<file path="config.mk">
export PLATFORM = sky130hd
export DESIGN_NAME = fs_serial_flat
export DESIGN_NICKNAME = d
export VERILOG_FILES = /design/src/rtl/fs_serial_if.sv /design/src/rtl/fs_serial.sv /design/src/flat_wrapper.sv
export SDC_FILE = /design/constraint.sdc
export NUM_CORES = 1
export LEC_CHECK = 0
export BUFFER_PORTS_ARGS = -buffer_cell sky130_fd_sc_hd__buf_4
export CAP_MARGIN = 20
export CORE_MARGIN = 2
export CORE_UTILIZATION = 55
export CTS_BUF_LIST = sky130_fd_sc_hd__clkbuf_2 sky130_fd_sc_hd__clkbuf_4 sky130_fd_sc_hd__clkbuf_8
export DETAILED_ROUTE_END_ITERATION = 6
export PLACE_DENSITY_LB_ADDON = 0.12
export SLEW_MARGIN = 20
export SYNTH_ARGS = -nofsm -noshare
export SYNTH_HDL_FRONTEND = slang
export SYNTH_SLANG_ARGS = --single-unit
</file>
<file path="constraint.sdc">
create_clock -name clk -period 2.6 [get_ports clk]
set_input_delay 0.65 -clock clk [delete_from_list [all_inputs] [get_ports clk]]
set_output_delay 0.65 -clock clk [all_outputs]
set_load 0.1 [all_outputs]
</file>
<file path="src/rtl/fs_serial_if.sv">
// Valid/ready operand and result bundle for the bit-serial subtractor.
// The master modport is the side that drives operands and accepts results.
interface fs_serial_if #(parameter int W = 4);
    logic         in_valid;
    logic         in_ready;
    logic [W-1:0] a;
    logic [W-1:0] b;
    logic         b_in;
    logic         out_valid;
    logic         out_ready;
    logic [W-1:0] d;
    logic         b_out;

    modport master (
        output in_valid, a, b, b_in, out_ready,
        input  in_ready, out_valid, d, b_out
    );

    modport slave (
        input  in_valid, a, b, b_in, out_ready,
        output in_ready, out_valid, d, b_out
    );
endinterface

</file>
<file path="src/rtl/fs_serial.sv">
// Bit-serial W-bit subtractor d = a - b - b_in, LSB first, one borrow flop.
// Optional SUB_SAT_EN: clamp d to zero when the final borrow is set.
module fs_serial #(
    parameter int W = 4
) (
    input  logic         clk,
    input  logic         rst,
    fs_serial_if.slave   bus
);
    // state | meaning
    // IDLE  | waiting for operands, in_ready high
    // BUSY  | one bit processed per clock, W clocks total
    // DONE  | result presented, held until out_ready
    typedef enum logic [1:0] {IDLE, BUSY, DONE} state_t;

    localparam int CW = $clog2(W) + 1;

    state_t        state;
    state_t        state_nxt;
    logic [W-1:0]  a_sh;
    logic [W-1:0]  b_sh;
    logic [W-1:0]  r_sh;
    logic [W-1:0]  r_nxt;
    logic [W-1:0]  d_q;
    logic          br;
    logic          br_nxt;
    logic          dbit;
    logic          b_out_q;
    logic          last_bit;
    logic [CW-1:0] cnt;

    assign dbit     = a_sh[0] ^ b_sh[0] ^ br;
    assign br_nxt   = (~a_sh[0] & b_sh[0]) | (~(a_sh[0] ^ b_sh[0]) & br);
    assign last_bit = (cnt == CW'(W - 1));

    // Difference bits enter from the MSB side so the LSB lands at bit 0 after W shifts.
    always_comb begin
        r_nxt        = r_sh >> 1;
        r_nxt[W-1]   = dbit;
    end

    always_ff @(posedge clk) begin
        if (rst) begin
            state <= IDLE;
        end else begin
            state <= state_nxt;
        end
    end

    always_comb begin
        state_nxt     = state;
        bus.in_ready  = 1'b0;
        bus.out_valid = 1'b0;
        case (state)
            IDLE: begin
                bus.in_ready = 1'b1;
                if (bus.in_valid) begin
                    state_nxt = BUSY;
                end
            end
            BUSY: begin
                if (last_bit) begin
                    state_nxt = DONE;
                end
            end
            DONE: begin
                bus.out_valid = 1'b1;
                if (bus.out_ready) begin
                    state_nxt = IDLE;
                end
            end
            default: begin
                state_nxt = IDLE;
            end
        endcase
    end

    always_ff @(posedge clk) begin
        if (rst) begin
            a_sh    <= '0;
            b_sh    <= '0;
            r_sh    <= '0;
            br      <= 1'b0;
            cnt     <= '0;
            d_q     <= '0;
            b_out_q <= 1'b0;
        end else begin
            case (state)
                IDLE: begin
                    if (bus.in_valid) begin
                        a_sh <= bus.a;
                        b_sh <= bus.b;
                        r_sh <= '0;
                        br   <= bus.b_in;
                        cnt  <= '0;
                    end
                end
                BUSY: begin
                    a_sh <= a_sh >> 1;
                    b_sh <= b_sh >> 1;
                    r_sh <= r_nxt;
                    br   <= br_nxt;
                    cnt  <= cnt + CW'(1);
                    if (last_bit) begin
                        b_out_q <= br_nxt;
`ifdef SUB_SAT_EN
                        d_q     <= br_nxt ? '0 : r_nxt;
`else
                        d_q     <= r_nxt;
`endif
                    end
                end
                default: begin
                end
            endcase
        end
    end

    assign bus.d     = d_q;
    assign bus.b_out = b_out_q;
endmodule

</file>
<file path="src/flat_wrapper.sv">
// flat-port wrapper written by rule: the top's interface ports become plain ports
module fs_serial_flat 
#(
    parameter int W = 4
)
  (clk, rst, bus_in_valid, bus_a, bus_b, bus_b_in, bus_out_ready, bus_in_ready, bus_out_valid, bus_d, bus_b_out);
  fs_serial_if #(.W(W)) bus_i ();
  input  logic clk;
  input  logic rst;
  input wire logic [$bits(bus_i.in_valid)-1:0] bus_in_valid;
  input wire logic [$bits(bus_i.a)-1:0] bus_a;
  input wire logic [$bits(bus_i.b)-1:0] bus_b;
  input wire logic [$bits(bus_i.b_in)-1:0] bus_b_in;
  input wire logic [$bits(bus_i.out_ready)-1:0] bus_out_ready;
  output wire logic [$bits(bus_i.in_ready)-1:0] bus_in_ready;
  output wire logic [$bits(bus_i.out_valid)-1:0] bus_out_valid;
  output wire logic [$bits(bus_i.d)-1:0] bus_d;
  output wire logic [$bits(bus_i.b_out)-1:0] bus_b_out;
  assign bus_i.in_valid = bus_in_valid;
  assign bus_i.a = bus_a;
  assign bus_i.b = bus_b;
  assign bus_i.b_in = bus_b_in;
  assign bus_i.out_ready = bus_out_ready;
  assign bus_in_ready = bus_i.in_ready;
  assign bus_out_valid = bus_i.out_valid;
  assign bus_d = bus_i.d;
  assign bus_b_out = bus_i.b_out;
  fs_serial #(.W(W)) u_core (.clk(clk), .rst(rst), .bus(bus_i));
endmodule
</file>
==> results of run 1 <==
[routing by layer]
metal | up-vias | routed length, um | track usage [%]
met5 | - | 0 | 0
met1 | 344 | 881 | 25.2
met4 | 0 | 14 | 5.14
li1 | 382 | - | -
met3 | 2 | 89 | 7.54
met2 | 15 | 795 | 29.3
[cell type report]
cell class / instances / area [um2] / area share [%]
clock buffer: 3 / 22.5 / 1.99
clock inverter: 1 / 30.0 / 2.65
inverter: 10 / 37.5 / 3.32
multi-input combinational: 62 / 437 / 38.6
sequential: 22 / 440 / 38.9
tap: 17 / 21.3 / 1.88
timing repair buffer: 19 / 143 / 12.6
[kinds of logic (layout without fill, tap and decap cells)]
| group | Yosys count | after routing | share of synthesized area [%] |
|---|---|---|---|
| AOI/OAI and AO/OA | 27 | 27 | 23.2 |
| buffers and inverters | 15 | 33 | 8.25 |
| adders and majority gates | 3 | 3 | 4.71 |
| DFF | 22 | 22 | 46.1 |
| muxes | 4 | 4 | 4.19 |
| and+or+nand+nor | 28 | 28 | 13.6 |
[power by group]
part,internal [mW],total (mW),switching (mW),leakage (nW)
Combinational,0.0423,0.0955,0.0533,0.259
Clock,0.156,0.260,0.104,0.0279
Sequential,0.354,0.367,0.0134,0.180
Total,0.552,0.722,0.170,0.467
[sequential cells by signal, summed over array words and instances, names as in the netlist]
signal            count
u_core.bus.b_out      1
u_core.a_sh           4
u_core.r_sh           3
u_core.br             1
u_core.bus.d          4
u_core.b_sh           4
u_core.cnt            3
u_core.state          2
[worst reg2reg max path, stage by stage, from the launching register on]
cell      delay, ps
dfxtp_1         400
ha_1            160
ha_1            300
nand3b_1        250
nand2_1         140
a21oi_1          70
[worst max-delay path by stage]
stage	start	to	slack, ps	cells past startpoint
finish	u_core.state[0]	bus_in_ready	650	2
global route	u_core.state[0]	bus_in_ready	560	2
CTS	u_core.state[0]	bus_in_ready	650	2
detailed placement	u_core.state[0]	bus_in_ready	1000	2
global placement	u_core.state[0]	bus_in_ready	1020	2
floorplan	u_core.state[0]	bus_out_valid	150	2
[cell usage in the layout (no fill, tap or decap), types with 3 or more instances in the layout]
cell	n
nor2_1	12
nand2_1	5
nand3_1	4
dfxtp_1	22
a211oi_2	4
o221a_1	4
inv_1	10
a22oi_1	5
buf_4	19
a21oi_1	10
clkbuf_4	3
mux2i_1	4
[stage by stage]
stage,worst slack [ps],util (%),instances
final,653,67.7,134
after global routing,562,67.7,134
after CTS,645,67.7,134
after detailed placement,996,64.6,130
after global placement,1020,64.6,130
after floorplan,152,-,99
==> metrics.md, run 1 <==
| Metric | Value |
|---|---|
| Worst R2R End | u_core.bus.d[0] |
| Hold_buf cts | 0 |
| Mapped Nets | around 120 |
| Top-area cell type share of the netlist area | a little under half |
| Ys async rst share | 0% |
| Slew headroom | 71.0% |
| FF-to-FF setup slack | around 1200 ps |
| Minimum clock period | slightly below 2000 ps |
| Final instance area | roughly 1100 um2 |
| Period utilization | roughly three quarters |
| Via count | approximately 740 |
| CP delay by family, top | flip-flops |
| CP Class | flip-flop to output pin |
| Max-cap violation count | 0 |
| GRT overflow | 0 |
| Number of global-route vias before repair | just over 600 |
| DR iter-0 viols | 10 |
| Post-DRT Antenna Nets | 0 |
| Fin. max-slew vios | 0 |
| Port Buffer Count | 19 |
| Status | complete, no violations |
| Worst-path maximum fanout | 10 |
| Final Skew | 19.3 ps |
| Final hold slack | around 460 ps |
| DP Wirelength | ~1.2 mm |
| Synth warnings | 0 |
| Crit end category | output pin |
| Crit path largest cell delay | about 460 ps |
| CTS max path bufs | 2 |
| Clk sinks | 22 |
| CP Cell Sequence | nor2_2 > buf_4 |
| Clk slew on worst S/H paths | between 100 and 150 ps |
| Hold_sp | u_core.bus.d[2] |
| Worst Reg2Reg Path Length in Cells | 5 |
| Final hold vios | 0 |
| Clk Latency, worst-skew pair | between 300 and 400 ps |
| Dpl cell area | about 1100 um2 |
| CTS buffer count | 3 |
| Nets | between 100 and 150 |
| CP bufs+invs | 1 |
| Worst EP arrival | 1300 ps |
| Slowest cell on crit path | dfxtp_1 |
| Resize count post-CTS | 0 |
| Number of H-tree levels | 1 |
| Sum Neg Setup Slack | 0 ps |
| Largest area contributor in the netlist | dfxtp_1 |
| # fillers | approximately 150 |
| Row cnt | 15 |
| #FFs+latches synth | 22 |
| DR WL/cell | 13.3 um |
| I/O pins | 20 |
| Top cells by area, synth | dfxtp_1 46%, a211oi_2 5.2%, a21oi_1 5.2%, nor2_1 4.7%, o221a_1 4.7% |
| Gr usage total | 19.1% |
| First drt pass iteration count | 4 |
| Reg-to-Reg Start | u_core.cnt[0] |
| Placer Congestion | about 0.76 |
| Worst-margin pin slew | 434 ps |
| Synthesized area per cell | 9.66 um2 |
| Height of the die | roughly 46 um |
| Top cells by count, synth | 22 x dfxtp_1, 12 x nor2_1, 10 x a21oi_1, 10 x inv_1 |
| Final wirelength | roughly 1.8 mm |
| Total power | just over 0.7 mW |
| Pwr dens | ~640 nW/um2 |
| Via/cell ratio | 5.54 |
| Hold Path End | u_core.bus.d[2] |
| Worst hold path depth | 2 |
| Peak VDD IR | between 0.0005 and 0.0006 V |
| EDFF count, synth | 0 |
| RSZ-0062 raised after global routing | no |
| Fmax | between 0.5 and 0.6 GHz |
| CP Data Required Time | slightly below 2000 ps |
| Count leader, synth | dfxtp_1 |
| Predominant post-synthesis flop cell | dfxtp_1 |
| Initial antenna violation count | 0 |
| Sequential area share after synthesis | 46.1% |
| Leak | 0.467 nW |
| Setup Buffers After CTS | 0 |
| Starting density of the core | ~57% |
| Share of layout cells above drive strength 1 | about a quarter |
| Root Driver | clkbuf_4 |
| Hold Path Class | flip-flop to flip-flop |
| Largest net degree at the start of global routing | 23 |
| Post-route DRC | 0 |
| CTS tree | yes |
| Final setup violation count | 0 |
| Layout area overhead | 18.3% |
| Post-synth cell types | 24 |
| Die ar. | approximately 2100 um2 |
| Syn Inst Count | 99 |
| N_diodes | 0 |
| Post-Syn Area | roughly 960 um2 |
| Die W | roughly 46 um |
| Startpoint Class | flip-flop |
| First-pass GRT wire length | 2.79 mm |
| Core Area | approximately 1700 um2 |
No activity file was read; power rests on OpenSTA's default activity.
==> run 2: changes to the inputs <==
Clock period 2.6 ns to 1.98 ns, I/O delays scaled along.
==> run 2 against run 1 <==
  * Critical path depth unchanged
  * Non-clock buffer count unchanged
  * Cell count did not move
  * Worst setup slack worse by 490 ps
  * Global-route usage decreased by 0.26 points
  * Critical endpoint unchanged
  * Combinational power up 30%
  * Critical path type unchanged
  * Worst hold slack lost 27 ps
  * Core utilization is 0.15 points higher
  * Largest power group unchanged
  * Register-to-register slack lost 550 ps
  * Sequential share of layout area decreased by 0.086 points
  * Clock skew down 13 ps
  * Power is 31% higher
==> metrics.md, run 2 (synthesized netlist as in run 1, its figures left out) <==
| Metric | Value |
|---|---|
| Worst-path maximum fanout | 10 (unchanged) |
| Fin. max-slew vios | 0 (unchanged) |
| Worst hold path depth | 3 (+1) |
| Critical Path Stages | 2 (unchanged) |
| Post-route DRC | 0 (unchanged) |
| Die ar. | 2090 um2 (unchanged) |
| Clk slew on worst S/H paths | 120 ps (about the same) |
| Nets | 134 (unchanged) |
| Period utilization | between 90 and 100% |
| CP bufs+invs | 1 (unchanged) |
| Row cnt | 15 (unchanged) |
| Root Driver | clkbuf_4 |
| Slowest cell on crit path | dfxtp_1 |
| Register area | 440 um2 (unchanged) |
| Pwr dens | 834 nW/um2 (+31%) |
| I/O pins | 20 (unchanged) |
| GRT overflow | 0 (unchanged) |
| Startpoint Class | flip-flop |
| Clk Latency, worst-skew pair | 300 ps (-20 ps) |
| Initial antenna violation count | 0 (unchanged) |
| CP delay by family, top | flip-flops |
| Resize count post-CTS | 0 (unchanged) |
| Max-cap violation count | 0 (unchanged) |
| Via count | 725 (-2.4%) |
| Starting density of the core | 57.2% (unchanged) |
| Leak | 0.467 nW (about the same) |
| Layout area overhead | 18.6% |
| Final hold vios | 0 (unchanged) |
| Setup Buffers After CTS | 0 (unchanged) |
| Share of layout cells above drive strength 1 | 27.4% (+0.85 points) |
| Fmax | approximately 0.55 GHz |
| Dpl cells | 130 (unchanged) |
| Gr usage total | 18.9% (-0.26 points) |
| DR iter-0 viols | 12 (+2) |
| Core Area | 1670 um2 (unchanged) |
| Layout Cells excl Fill | 134 (unchanged) |
| Largest net degree at the start of global routing | 23 (unchanged) |
| Minimum clock period | between 1500 and 2000 ps |
| Final wirelength | 1.70 mm (-4.5%) |
| N_diodes | 0 (unchanged) |
| Crit path largest cell delay | 460 ps (about the same) |
| DR WL/cell | 12.7 um (-4.5%) |
| Most common cell after layout, fill and taps aside | dfxtp_1 |
| Worst-margin pin slew | 447 ps (+13.5 ps) |
| # fillers | 146 (unchanged) |
| Clk sinks | 22 (unchanged) |
| Slew headroom | 70.1% (-0.90 points) |
| CTS buffer count | 3 (unchanged) |
| Port Buffer Count | 19 (unchanged) |
| Hold_sp | bus_out_ready |
| Number of H-tree levels | 1 (unchanged) |
| RSZ-0062 raised after global routing | no |
| First-pass GRT wire length | 2.78 mm (-0.25%) |
| DP Wirelength | 1.21 mm (-3.2%) |
| Via/cell ratio | 5.41 (-2.4%) |
| Height of the die | 45.7 um (unchanged) |
| Sum Neg Setup Slack | 0 ps (unchanged) |
| CTS max path bufs | 2 (unchanged) |
| Most frequent cells in the layout | 22 x dfxtp_1, 19 x buf_4, 12 x nor2_1 |
| CP Data Required Time | 1480 ps (-470 ps) |
| Peak VDD IR | 0.000477 V (-7.2%) |
| Number of global-route vias before repair | 637 (+4.9%) |
| Worst Reg2Reg Path Length in Cells | 5 (unchanged) |
| Hold_buf cts | 0 (unchanged) |
| Total power | 0.946 mW (+31%) |
| Placer Congestion | 0.777 (+2.6%) |
| First drt pass iteration count | 4 (unchanged) |
| Die W | 45.7 um (unchanged) |
| Hold Path Class | primary input to flip-flop |
| Post-layout util | 67.9% (+0.15 points) |
| Worst EP arrival | 1320 ps (+20 ps) |
| Reg-to-Reg Start | u_core.cnt[0] |
| Area of the multi-input gates | 439 um2 (+0.57%) |
| CTS tree | yes |
| Final Skew | 5.92 ps (-13.4 ps) |
| Post-DRT Antenna Nets | 0 (unchanged) |
| CP Class | flip-flop to output pin |
| Status | complete, no violations |
| Final worst slack | 166 ps (-487 ps) |
| Final instance area | 1130 um2 (+0.22%) |
| CP Cell Sequence | nor2_2 > buf_4 |
| Worst Setup Slack post-DPL | 513 ps (-483 ps) |
| Final hold slack | 433 ps (-27.4 ps) |
| Critical path origin | u_core.state[0] |
| Dpl cell area | 1080 um2 (+0.23%) |
| Crit end category | output pin |
| Final setup violation count | 0 (unchanged) |
-- run 2: cell count changes in the layout (fill, tap and decap cells not counted) --
cell     change
nor2b_1      -1
nor2b_2      +1
-- run 2: worst paths after layout --
path,to,slack [ps]
worst min-delay path,u_core.state[1],430
worst max register to register,u_core.bus.d[1],600
worst min register to register,u_core.bus.d[2],460
worst max-delay path,bus_in_ready,170
-- run 2: layout make-up --
class                   instances  area share (%)
flip-flops and latches         22            38.9
multi-input cells              62            38.7
repair buffers                 19            12.6
inverters                      10            3.31
clock inverters                 1            2.65
clock buffers                   3            1.99
well taps                      17            1.88
-- run 2: metal layers --
metal	global-route usage, %	routed length (um)	vias up
met2	29.6	739	15
li1	-	-	383
met1	24.9	860	323
met5	0	0	-
met4	8.57	27	0
met3	3.97	72	4
-- run 2: worst register-to-register path, cell delays in order, from the launching register on --
cell,delay [ps]
dfxtp_1,380
ha_1,160
ha_1,270
nand3b_1,250
nand2_1,140
a21oi_1,70
-- run 2: power by group --
group	leakage, nW	internal [mW]	switching, mW
sequential	0.180	0.465	0.0178
clock	0.0279	0.204	0.134
combinational	0.259	0.0555	0.0689
total	0.467	0.725	0.221
==> run 3: changes to the inputs <==
Settings changed: CORE_UTILIZATION 55 to 42.
==> run 3 against run 2 <==
  * Die area is 28% higher
  * Critical path type unchanged
  * Clock skew is 3.6 ps lower
  * Cell count is 8.2% higher
  * Worst setup slack worse by 11 ps
  * Sequential power hardly changed
  * Largest power group unchanged
  * Highest routed layer unchanged
==> metrics.md, run 3 (synthesized netlist as in run 1, its figures left out) <==
| Metric | Value |
|---|---|
| CTS buffer count | 3 (unchanged) |
| Total power | 0.952 mW (+0.71%) |
| Net Sw Frac | 23.8% (+0.44 points) |
| Via count | 760 (+4.8%) |
| Clock share of power | 36.0% (+0.2 points) |
| CTS max path bufs | 2 (unchanged) |
| Final hold vios | 0 (unchanged) |
| Final wirelength | 1.82 mm (+6.8%) |
| Final Skew | 2.33 ps (-3.59 ps) |
| DR iter-0 viols | 13 (+1) |
| Starting density of the core | 43.6% (-14 points) |
| Post-DRT Antenna Nets | 0 (unchanged) |
| Number of global-route vias before repair | 701 (+10%) |
| CTS tree | yes |
| Status | complete, no violations |
| Placer Congestion | 0.719 (-7.4%) |
| Switching pwr | 0.227 mW (+2.6%) |
| RSZ-0062 raised after global routing | no |
| Sequential power share | 50.7% (-0.3 points) |
| Row cnt | 17 (+2) |
| Largest net degree at the start of global routing | 23 (unchanged) |
| Hold_buf cts | 0 (unchanged) |
| Combinational power share | 13.3% (+0.2 points) |
| Root Driver | clkbuf_4 |
| Worst EP arrival | 1330 ps (about the same) |
| Clk Latency, worst-skew pair | 310 ps (about the same) |
| Worst-path maximum fanout | 10 (unchanged) |
| First drt pass iteration count | 4 (unchanged) |
| I/O pins | 20 (unchanged) |
| Minimum clock period | 1820 ps (+10.5 ps) |
| GRT overflow | 0 (unchanged) |
| Resize count post-CTS | 0 (unchanged) |
| Post-route DRC | 0 (unchanged) |
| First-pass GRT wire length | 2.99 mm (+7.4%) |
| Worst-margin pin slew | 446 ps (-1.58 ps) |
| Hold Path Class | primary input to flip-flop |
| Layout area overhead | 20.0% |
| Nets | 134 (unchanged) |
| CP Data Required Time | 1480 ps (about the same) |
| Setup Buffers After CTS | 0 (unchanged) |
| Share of layout cells above drive strength 1 | 27.4% (unchanged) |
| Peak VDD IR | 0.000592 V (+24%) |
| Initial antenna violation count | 0 (unchanged) |
| DR WL/cell | 12.5 um (-1.3%) |
| Clk sinks | 22 (unchanged) |
| Number of H-tree levels | 1 (unchanged) |
| DP Wirelength | 1.32 mm (+9.5%) |
| Fmax | 0.548 GHz (-0.58%) |
| CP Class | flip-flop to output pin |
| Internal | 0.726 mW (+0.12%) |
| Slew headroom | 70.2% (+0.11 points) |
| Gr usage total | 15.6% (-3.3 points) |
| Fin. max-slew vios | 0 (unchanged) |
| Max-cap violation count | 0 (unchanged) |
| Startpoint Class | flip-flop |
| N_diodes | 0 (unchanged) |
| Sum Neg Setup Slack | 0 ps (unchanged) |
| Pwr dens | 830 nW/um2 (-0.50%) |
| Via/cell ratio | 5.24 (-3.1%) |
| Final hold slack | 443 ps (+10.5 ps) |
| Die ar. | 2670 um2 (+28%) |
| Most frequent cells in the layout | 22 x dfxtp_1, 19 x buf_4, 12 x nor2_1 |
| Core Area | 2190 um2 (+31%) |
| Final setup violation count | 0 (unchanged) |
| Height of the die | 51.7 um (+13%) |
| Die W | 51.7 um (+13%) |
| Crit end category | output pin |
| Most common cell after layout, fill and taps aside | dfxtp_1 |
| Port Buffer Count | 19 (unchanged) |
| Period utilization | 92.1% (+0.53 points) |
| Leak | 0.467 nW (unchanged) |
| Clk slew on worst S/H paths | 120 ps (about the same) |
-- run 3: cell counts in the layout (fill, tap and decap cells not counted) --
Identical to the previous run, type by type.
-- run 3: final timing paths --
| path | start | endpoint | slack [ps] | cells after the start |
|---|---|---|---|---|
| min reg2reg | u_core.bus.d[1] | u_core.bus.d[1] | 470 | 2 |
| max reg2reg | u_core.cnt[0] | u_core.bus.b_out | 570 | 5 |
| min | bus_out_ready | u_core.state[1] | 440 | 3 |
| max | u_core.state[0] | bus_in_ready | 160 | 2 |
-- run 3: power by group through the flow --
stage	Clock, mW	Combinational, mW	Sequential (mW)
after floorplan	0	0.100	0.486
after global placement	0	0.124	0.492
after detailed placement	0	0.128	0.493
after CTS	0.353	0.128	0.483
after global routing	0.364	0.140	0.487
final	0.343	0.127	0.483
-- run 3: area by class of cell --
type,count,area [um2]
clock buffer,3,22.5
clock inverter,1,30.0
fill,231,1040
inverter,10,37.5
multi-input combinational,62,439
sequential,22,440
tap,28,35.0
timing repair buffer,19,143
-- run 3: worst max-delay path, stage by stage, from the launching register on --
cell and delay [ps]:
dfxtp_1 470, nor2_2 230, buf_4 320
-- run 3: layer usage --
layer | share of wire [%] | GRT usage, %
met1 | 47 | 19.0
met2 | 48 | 25.6
met3 | 2.9 | 2.59
met4 | 1.8 | 9.21
met5 | 0 | 0
-- run 3: through the flow --
step                instances  instance area [um2]  worst slack (ps)  util [%]
floorplan                  99                  958              62.6         -
global placement          141                 1090               529      50.0
detailed placement        141                 1090               504      50.0
CTS                       145                 1150               139      52.4
global route              145                 1150              96.9      52.4
finish                    145                 1150               156      52.4
